--- src/rtl/ps2_key_events_pkg.sv ---
// Shared types and constants for the PS/2 key-event front end.
package ps2_key_events_pkg;

  localparam logic [7:0] PFX_EXT = 8'hE0;
  localparam logic [7:0] PFX_BRK = 8'hF0;

  typedef enum logic [1:0] {
    RX_IDLE,
    RX_SHIFT,
    RX_CHECK
  } rx_state_e;

  typedef enum logic [1:0] {
    D_BASE   = 2'b00,
    D_EXT    = 2'b01,
    D_BRK    = 2'b10,
    D_EXTBRK = 2'b11
  } dec_state_e;

  typedef struct packed {
    logic       ext;
    logic       brk;
    logic [7:0] code;
  } evt_t;

  // frame = {stop, parity, data[7:0]}; good when data+parity is odd and stop is 1
  function automatic logic frame_ok(input logic [9:0] frame);
    return (^frame[8:0]) & frame[9];
  endfunction

endpackage

--- src/rtl/ps2_frame_rx.sv ---
// PS/2 frame receiver: pin synchronizers, falling-edge detect, 11-bit frame
// capture with parity/stop validation and an inactivity timeout.
module ps2_frame_rx
  import ps2_key_events_pkg::*;
#(
  parameter int unsigned TIMEOUT_CYCLES = 50000
) (
  input  logic       clk,
  input  logic       rst,
  input  logic       ps2_clk,
  input  logic       ps2_dat,
  output logic       byte_valid,
  output logic [7:0] byte_data,
  output logic       frame_err
);

  localparam int unsigned TW = $clog2(TIMEOUT_CYCLES + 1);
  localparam logic [TW-1:0] TO_MAX = TW'(TIMEOUT_CYCLES - 1);

  logic [1:0]    clk_sync_q;
  logic [1:0]    dat_sync_q;
  logic          clk_prev_q;
  logic          fe;
  logic          dat_s;

  rx_state_e     state_q, state_d;
  logic [3:0]    bit_cnt_q, bit_cnt_d;
  logic [9:0]    shift_q, shift_d;
  logic [TW-1:0] idle_cnt_q, idle_cnt_d;
  logic          byte_valid_q, byte_valid_d;
  logic [7:0]    byte_q, byte_d;
  logic          frame_err_q, frame_err_d;

  always_ff @(posedge clk) begin
    if (rst) begin
      clk_sync_q <= '1;
      dat_sync_q <= '1;
      clk_prev_q <= 1'b1;
    end else begin
      clk_sync_q <= {clk_sync_q[0], ps2_clk};
      dat_sync_q <= {dat_sync_q[0], ps2_dat};
      clk_prev_q <= clk_sync_q[1];
    end
  end

  assign fe    = clk_prev_q & ~clk_sync_q[1];
  assign dat_s = dat_sync_q[1];

  always_comb begin
    state_d      = state_q;
    bit_cnt_d    = bit_cnt_q;
    shift_d      = shift_q;
    idle_cnt_d   = idle_cnt_q;
    byte_valid_d = 1'b0;
    byte_d       = byte_q;
    frame_err_d  = 1'b0;

    // Saturates so a long idle line never wraps into a spurious timeout.
    if (fe) begin
      idle_cnt_d = '0;
    end else if (idle_cnt_q != TO_MAX) begin
      idle_cnt_d = idle_cnt_q + 1'b1;
    end

    unique case (state_q)
      RX_IDLE: begin
        if (fe && !dat_s) begin
          state_d   = RX_SHIFT;
          bit_cnt_d = '0;
        end
      end
      RX_SHIFT: begin
        if (fe) begin
          shift_d   = {dat_s, shift_q[9:1]};
          bit_cnt_d = bit_cnt_q + 4'd1;
          if (bit_cnt_q == 4'd9) begin
            state_d = RX_CHECK;
          end
        end else if (idle_cnt_q == TO_MAX) begin
          frame_err_d = 1'b1;
          state_d     = RX_IDLE;
        end
      end
      RX_CHECK: begin
        state_d = RX_IDLE;
        if (frame_ok(shift_q)) begin
          byte_valid_d = 1'b1;
          byte_d       = shift_q[7:0];
        end else begin
          frame_err_d = 1'b1;
        end
      end
      default: state_d = RX_IDLE;
    endcase
  end

  always_ff @(posedge clk) begin
    if (rst) begin
      state_q      <= RX_IDLE;
      bit_cnt_q    <= '0;
      shift_q      <= '0;
      idle_cnt_q   <= '0;
      byte_valid_q <= 1'b0;
      byte_q       <= '0;
      frame_err_q  <= 1'b0;
    end else begin
      state_q      <= state_d;
      bit_cnt_q    <= bit_cnt_d;
      shift_q      <= shift_d;
      idle_cnt_q   <= idle_cnt_d;
      byte_valid_q <= byte_valid_d;
      byte_q       <= byte_d;
      frame_err_q  <= frame_err_d;
    end
  end

  assign byte_valid = byte_valid_q;
  assign byte_data  = byte_q;
  assign frame_err  = frame_err_q;

endmodule

--- src/rtl/ps2_key_events.sv ---
// PS/2 keyboard front end: frame receiver, make/break/E0 decoder, up/down key
// counter and a first-word-fall-through event FIFO with valid/ready output.
module ps2_key_events
  import ps2_key_events_pkg::*;
#(
  parameter int unsigned FIFO_DEPTH     = 8,
  parameter int unsigned CNT_WIDTH      = 8,
  parameter int unsigned TIMEOUT_CYCLES = 50000,
  parameter logic [7:0]  UP_CODE        = 8'h75,
  parameter logic [7:0]  DOWN_CODE      = 8'h72
) (
  input  logic                          CLK,
  input  logic                          rst,
  input  logic                          PS2_CLK,
  input  logic                          PS2_DAT,
  output logic                          evt_valid,
  input  logic                          evt_ready,
  output logic [7:0]                    evt_code,
  output logic                          evt_break,
  output logic                          evt_ext,
  output logic [CNT_WIDTH-1:0]          count,
  output logic                          frame_err,
  output logic                          overflow,
  output logic [$clog2(FIFO_DEPTH):0]   fifo_level
);

  localparam int unsigned AW = $clog2(FIFO_DEPTH);
  localparam logic [AW:0] LVL_FULL = (AW + 1)'(FIFO_DEPTH);

  logic       rx_valid;
  logic [7:0] rx_byte;
  logic       rx_err;

  ps2_frame_rx #(
    .TIMEOUT_CYCLES(TIMEOUT_CYCLES)
  ) u_rx (
    .clk       (CLK),
    .rst       (rst),
    .ps2_clk   (PS2_CLK),
    .ps2_dat   (PS2_DAT),
    .byte_valid(rx_valid),
    .byte_data (rx_byte),
    .frame_err (rx_err)
  );

  dec_state_e           dec_q, dec_d;
  logic                 emit;
  evt_t                 evt_new;
  logic                 has_ext, has_brk;

  logic [CNT_WIDTH-1:0] count_q, count_d;
  evt_t                 mem_q [FIFO_DEPTH];
  logic [AW-1:0]        wr_ptr_q, wr_ptr_d;
  logic [AW-1:0]        rd_ptr_q, rd_ptr_d;
  logic [AW:0]          level_q, level_d;
  logic                 overflow_q, overflow_d;
  logic                 full, pop, push;
  evt_t                 head;

  assign has_ext = (dec_q == D_EXT) || (dec_q == D_EXTBRK);
  assign has_brk = (dec_q == D_BRK) || (dec_q == D_EXTBRK);

  // Emission is combinational on the receiver strobe so the push lands in the
  // same cycle the byte is presented.
  always_comb begin
    dec_d        = dec_q;
    emit         = 1'b0;
    evt_new      = '0;
    evt_new.ext  = has_ext;
    evt_new.brk  = has_brk;
    evt_new.code = rx_byte;
    if (rx_err) begin
      dec_d = D_BASE;
    end else if (rx_valid) begin
      if (rx_byte == PFX_EXT) begin
        dec_d = has_brk ? D_EXTBRK : D_EXT;
      end else if (rx_byte == PFX_BRK) begin
        dec_d = has_ext ? D_EXTBRK : D_BRK;
      end else begin
        emit  = 1'b1;
        dec_d = D_BASE;
      end
    end
  end

  always_comb begin
    count_d = count_q;
    if (emit && !evt_new.brk) begin
      if (evt_new.code == UP_CODE) begin
        count_d = count_q + 1'b1;
      end else if (evt_new.code == DOWN_CODE) begin
        count_d = count_q - 1'b1;
      end
    end
  end

  assign full = (level_q == LVL_FULL);
  assign pop  = evt_valid && evt_ready;
  assign push = emit && (!full || pop);

  always_comb begin
    wr_ptr_d   = wr_ptr_q;
    rd_ptr_d   = rd_ptr_q;
    overflow_d = overflow_q;
    level_d    = level_q + (AW + 1)'(push) - (AW + 1)'(pop);
    if (push) begin
      wr_ptr_d = wr_ptr_q + 1'b1;
    end
    if (pop) begin
      rd_ptr_d = rd_ptr_q + 1'b1;
    end
    if (emit && !push) begin
      overflow_d = 1'b1;
    end
  end

  always_ff @(posedge CLK) begin
    if (rst) begin
      dec_q      <= D_BASE;
      count_q    <= '0;
      wr_ptr_q   <= '0;
      rd_ptr_q   <= '0;
      level_q    <= '0;
      overflow_q <= 1'b0;
    end else begin
      dec_q      <= dec_d;
      count_q    <= count_d;
      wr_ptr_q   <= wr_ptr_d;
      rd_ptr_q   <= rd_ptr_d;
      level_q    <= level_d;
      overflow_q <= overflow_d;
    end
  end

  always_ff @(posedge CLK) begin
    if (push) begin
      mem_q[wr_ptr_q] <= evt_new;
    end
  end

  assign evt_valid  = (level_q != '0);
  assign head       = evt_valid ? mem_q[rd_ptr_q] : '0;
  assign evt_code   = head.code;
  assign evt_break  = head.brk;
  assign evt_ext    = head.ext;
  assign count      = count_q;
  assign frame_err  = rx_err;
  assign overflow   = overflow_q;
  assign fifo_level = level_q;

endmodule

--- config.mk ---
export PLATFORM = sky130hd
export DESIGN_NAME = ps2_key_events
export DESIGN_NICKNAME = d
export VERILOG_FILES = /design/src/rtl/ps2_key_events_pkg.sv /design/src/rtl/ps2_frame_rx.sv /design/src/rtl/ps2_key_events.sv
export SDC_FILE = /design/constraint.sdc
export NUM_CORES = 1
export LEC_CHECK = 0
export BUFFER_PORTS_ARGS = -buffer_cell sky130_fd_sc_hd__buf_4
export CAP_MARGIN = 20
export CORE_MARGIN = 5
export CORE_UTILIZATION = 49
export CTS_BUF_LIST = sky130_fd_sc_hd__clkbuf_2
export DETAILED_ROUTE_END_ITERATION = 10
export PLACE_DENSITY = 0.7
export SYNTH_ARGS = -nofsm -noshare
export SYNTH_HDL_FRONTEND = slang
export SYNTH_SLANG_ARGS = --single-unit
--- constraint.sdc ---
create_clock -name CLK -period 3 [get_ports CLK]
set_input_delay 0.15 -clock CLK [delete_from_list [all_inputs] [get_ports CLK]]
set_output_delay 0.15 -clock CLK [all_outputs]
set_load 0.01 [all_outputs]
==> results.json <==
{
  "outcome": "finished clean",
  "synth_area_leaders": "edfxtp_1 37%, dfxtp_1 22%, mux4_2 7.0%, mux2i_1 5.3%, nor2_1 4.3%",
  "drtIter0Drc": 240,
  "final.period_utilization": 0.924,
  "worst_pin_slew_ns": 0.926,
  "setup_viol": 0,
  "diodes": 0,
  "syn_avg_cell_area_um2": 12.9,
  "cts.htree.levels": 4,
  "grt_pass1_vias": 4038,
  "gp_congestion": 0.781,
  "synthToLayoutAreaGrowth_pct": 13.0,
  "grt_pass1_wl_um": 19800,
  "io_pins": 30,
  "worst_slack_ns": 0.229,
  "drv_slew": 0,
  "core_um2": 12800,
  "hold_class": "input pin to register",
  "die_area_um2": 15500,
  "die_w_um": 125,
  "dr.pass1.iters": 6,
  "synth_area_leader_cell": "edfxtp_1",
  "cts_tree": "built",
  "placed_cell_area_um2": 6980,
  "cts_sinks": 151,
  "p_leak_nw": 2.84,
  "cts_made_buffers": 17,
  "synth_async_sr_flop_share": 0,
  "drive_gt1_frac": 0.196,
  "skew_ns": 0.0300,
  "crit_required_ns": 3.61,
  "yosys_warnings": 0,
  "syn_inst": 499,
  "overflow": 0,
  "wire_per_inst_um": 15.9,
  "start_kind": "register",
  "synth_top_area_frac": 0.373,
  "fillers": 1068,
  "fin_crit_ns": 2.77,
  "nets": 583,
  "stdcell_area_um2": 7280,
  "num_rows": 41,
  "clock_latency_ns": 0.69,
  "path_class": "register to register",
  "final_util": 0.570,
  "grt_max_degree": 49,
  "synth_seq_area_share": 0.594,
  "path_max_fanout": 11,
  "via_count": 3917,
  "path_clk_slew_ns": 0.21,
  "ant_nets": 0,
  "cp-end-kind": "register",
  "io_buffers": 29,
  "synth_cell_types": 48,
  "ys.flop_type": "edfxtp_1",
  "syn-cell-area_um2": 6440,
  "timing.slew.headroom": 0.378,
  "track_usage": 0.160,
  "synth_nets": 525,
  "cts_buffer_depth": 2,
  "fmax_ghz": 0.361,
  "routed_wl_um": 11800,
  "rsz0062_at_grt": "false",
  "initial_utilization": 0.504,
  "pre_cts_slack_ns": 0.209,
  "synth-edff-count": 80,
  "hold_viol_final": 0,
  "setup_tns_ns": 0,
  "via_per_inst": 5.28,
  "power_density_nw_per_um2": 605,
  "ys_ff_latch": 151,
  "stdcell_count": 742,
  "die_h_um": 125,
  "ir_worst_vdd_mv": 0.413,
  "antenna_found_initial": 0,
  "route.detailed.drc": 0,
  "hpwl_um": 8190,
  "cts-root-buf": "clkbuf_2",
  "dp.cells": 705,
  "worstPathArrival_ns": 3.38,
  "maxCapViolCount": 0
}
[worst paths after layout]
check | from | endpoint | slack, ns | cells after the start
setup / recovery | u_rx.byte_data[7] | count[7] | 0.23 | 10
hold / removal | PS2_DAT | u_rx.dat_sync_q[0] | 0.19 | 3
setup reg to reg | u_rx.byte_data[7] | count[7] | 0.23 | 10
hold reg to reg | u_rx.dat_sync_q[0] | u_rx.dat_sync_q[1] | 0.44 | 1
[layout make-up]
cell class | count | area, um^2 | area share
multi-input combinational | 317 | 2500 | 0.344
timing repair buffer | 56 | 433 | 0.0595
clock inverter | 13 | 155 | 0.0213
sequential | 151 | 3820 | 0.525
tap | 172 | 215 | 0.0296
inverter | 14 | 52.6 | 0.00722
clock buffer | 19 | 95.1 | 0.0131
[placed cells by master, fill, tap and decap left out, drive strengths merged, types with 6 or more instances in the layout]
cell type	Yosys	routed
edfxtp	80	80
nor2	74	74
dfxtp	71	71
buf	4	51
mux2i	35	35
xor2	21	21
mux4	20	20
ha	19	19
clkbuf	13	19
nand3	18	18
nand2	18	18
inv	14	15
a21oi	12	12
nand2b	11	11
xnor2	10	10
nor3	8	8
nor2b	6	6
o21ai	6	6
[per-stage QoR]
| step | hold WS, ns | power (mW) |
|---|---|---|
| global placement | 0.340 | 3.28 |
| CTS | 0.0876 | 4.47 |
| floorplan | 0.254 | 2.95 |
| finish | 0.194 | 4.40 |
| global route | 0.0946 | 4.66 |
| detailed placement | 0.341 | 3.31 |
[layer usage]
| metal | global-route usage | vias up | wire length [um] |
|---|---|---|---|
| li1 | - | 1921 | - |
| met1 | 0.200 | 1927 | 5470 |
| met2 | 0.267 | 58 | 5830 |
| met3 | 0.0459 | 11 | 366 |
| met4 | 0.0516 | 0 | 132 |
| met5 | 0 | - | 0 |
[power breakdown]
part	internal (mW)	total [mW]	leakage [nW]	switching [mW]
Clock	0.465	1.15	0.142	0.683
Combinational	0.504	0.983	1.38	0.479
Sequential	2.21	2.27	1.32	0.0638
[sequential cells by signal, indices dropped and copies added (netlist names), named ones only]
name             cells
count                8
fifo_level           4
rd_ptr_q             3
u_rx.byte_valid      1
u_rx.dat_sync_q      2
u_rx.idle_cnt_q     16
u_rx.bit_cnt_q       4
overflow             1
u_rx.frame_err       1
wr_ptr_q             3
u_rx.state_q         2
mem_q               80
dec_q                2
u_rx.shift_q        10
u_rx.byte_data       8
u_rx.clk_prev_q      1
u_rx.clk_sync_q      2
[synth_stat cells, types with 2 or more instances]
library cell   n
a21oi_1       12
nand3_1       18
nor3_1         8
and2_1         3
nand4b_1       2
or4_1          2
xnor2_1       10
inv_1         14
xnor3_1        2
nand4_1        4
nand3b_1       5
clkbuf_1      13
buf_1          2
o21a_1         3
or2_2          5
dfxtp_1       71
nor2_1        74
nand2b_1      11
o211a_1        2
o21ai_0        5
a21o_1         5
and4_1         2
ha_1          19
nand2_1       18
nor2b_1        6
fa_1           2
xor2_1        21
a211oi_1       2
or4b_2         2
mux2i_1       34
mux4_2        20
or3_1          2
and3_1         5
edfxtp_1      80
buf_2          2
[timing repair]
item	CTS	global route
setup endpoints to repair	0	5
hold endpoints to repair	46	0
hold buffers	5	0
buffers inserted	0	0
resized for setup	0	1
[kinds of logic after synthesis]
group / count (synthesis) / synth area share
muxes: 55 / 0.126
buffers and inverters: 31 / 0.0185
xor gates and xnor gates: 33 / 0.0491
and+or+nand+nor: 171 / 0.131
adders and majority gates: 21 / 0.0431
AOI/OAI and AO/OA: 37 / 0.0383
DFF: 151 / 0.594
[critical path, stage by stage, from the launching register on]
cell	delay (ns)
dfxtp_1	0.43
nand2b_1	0.19
nor3_1	0.27
inv_1	0.19
buf_4	0.20
ha_1	0.26
a21o_1	0.19
a211oi_1	0.43
a2111oi_0	0.20
a221oi_1	0.23
nand3_1	0.10
Note: power is estimated with default switching activity, not from simulation.
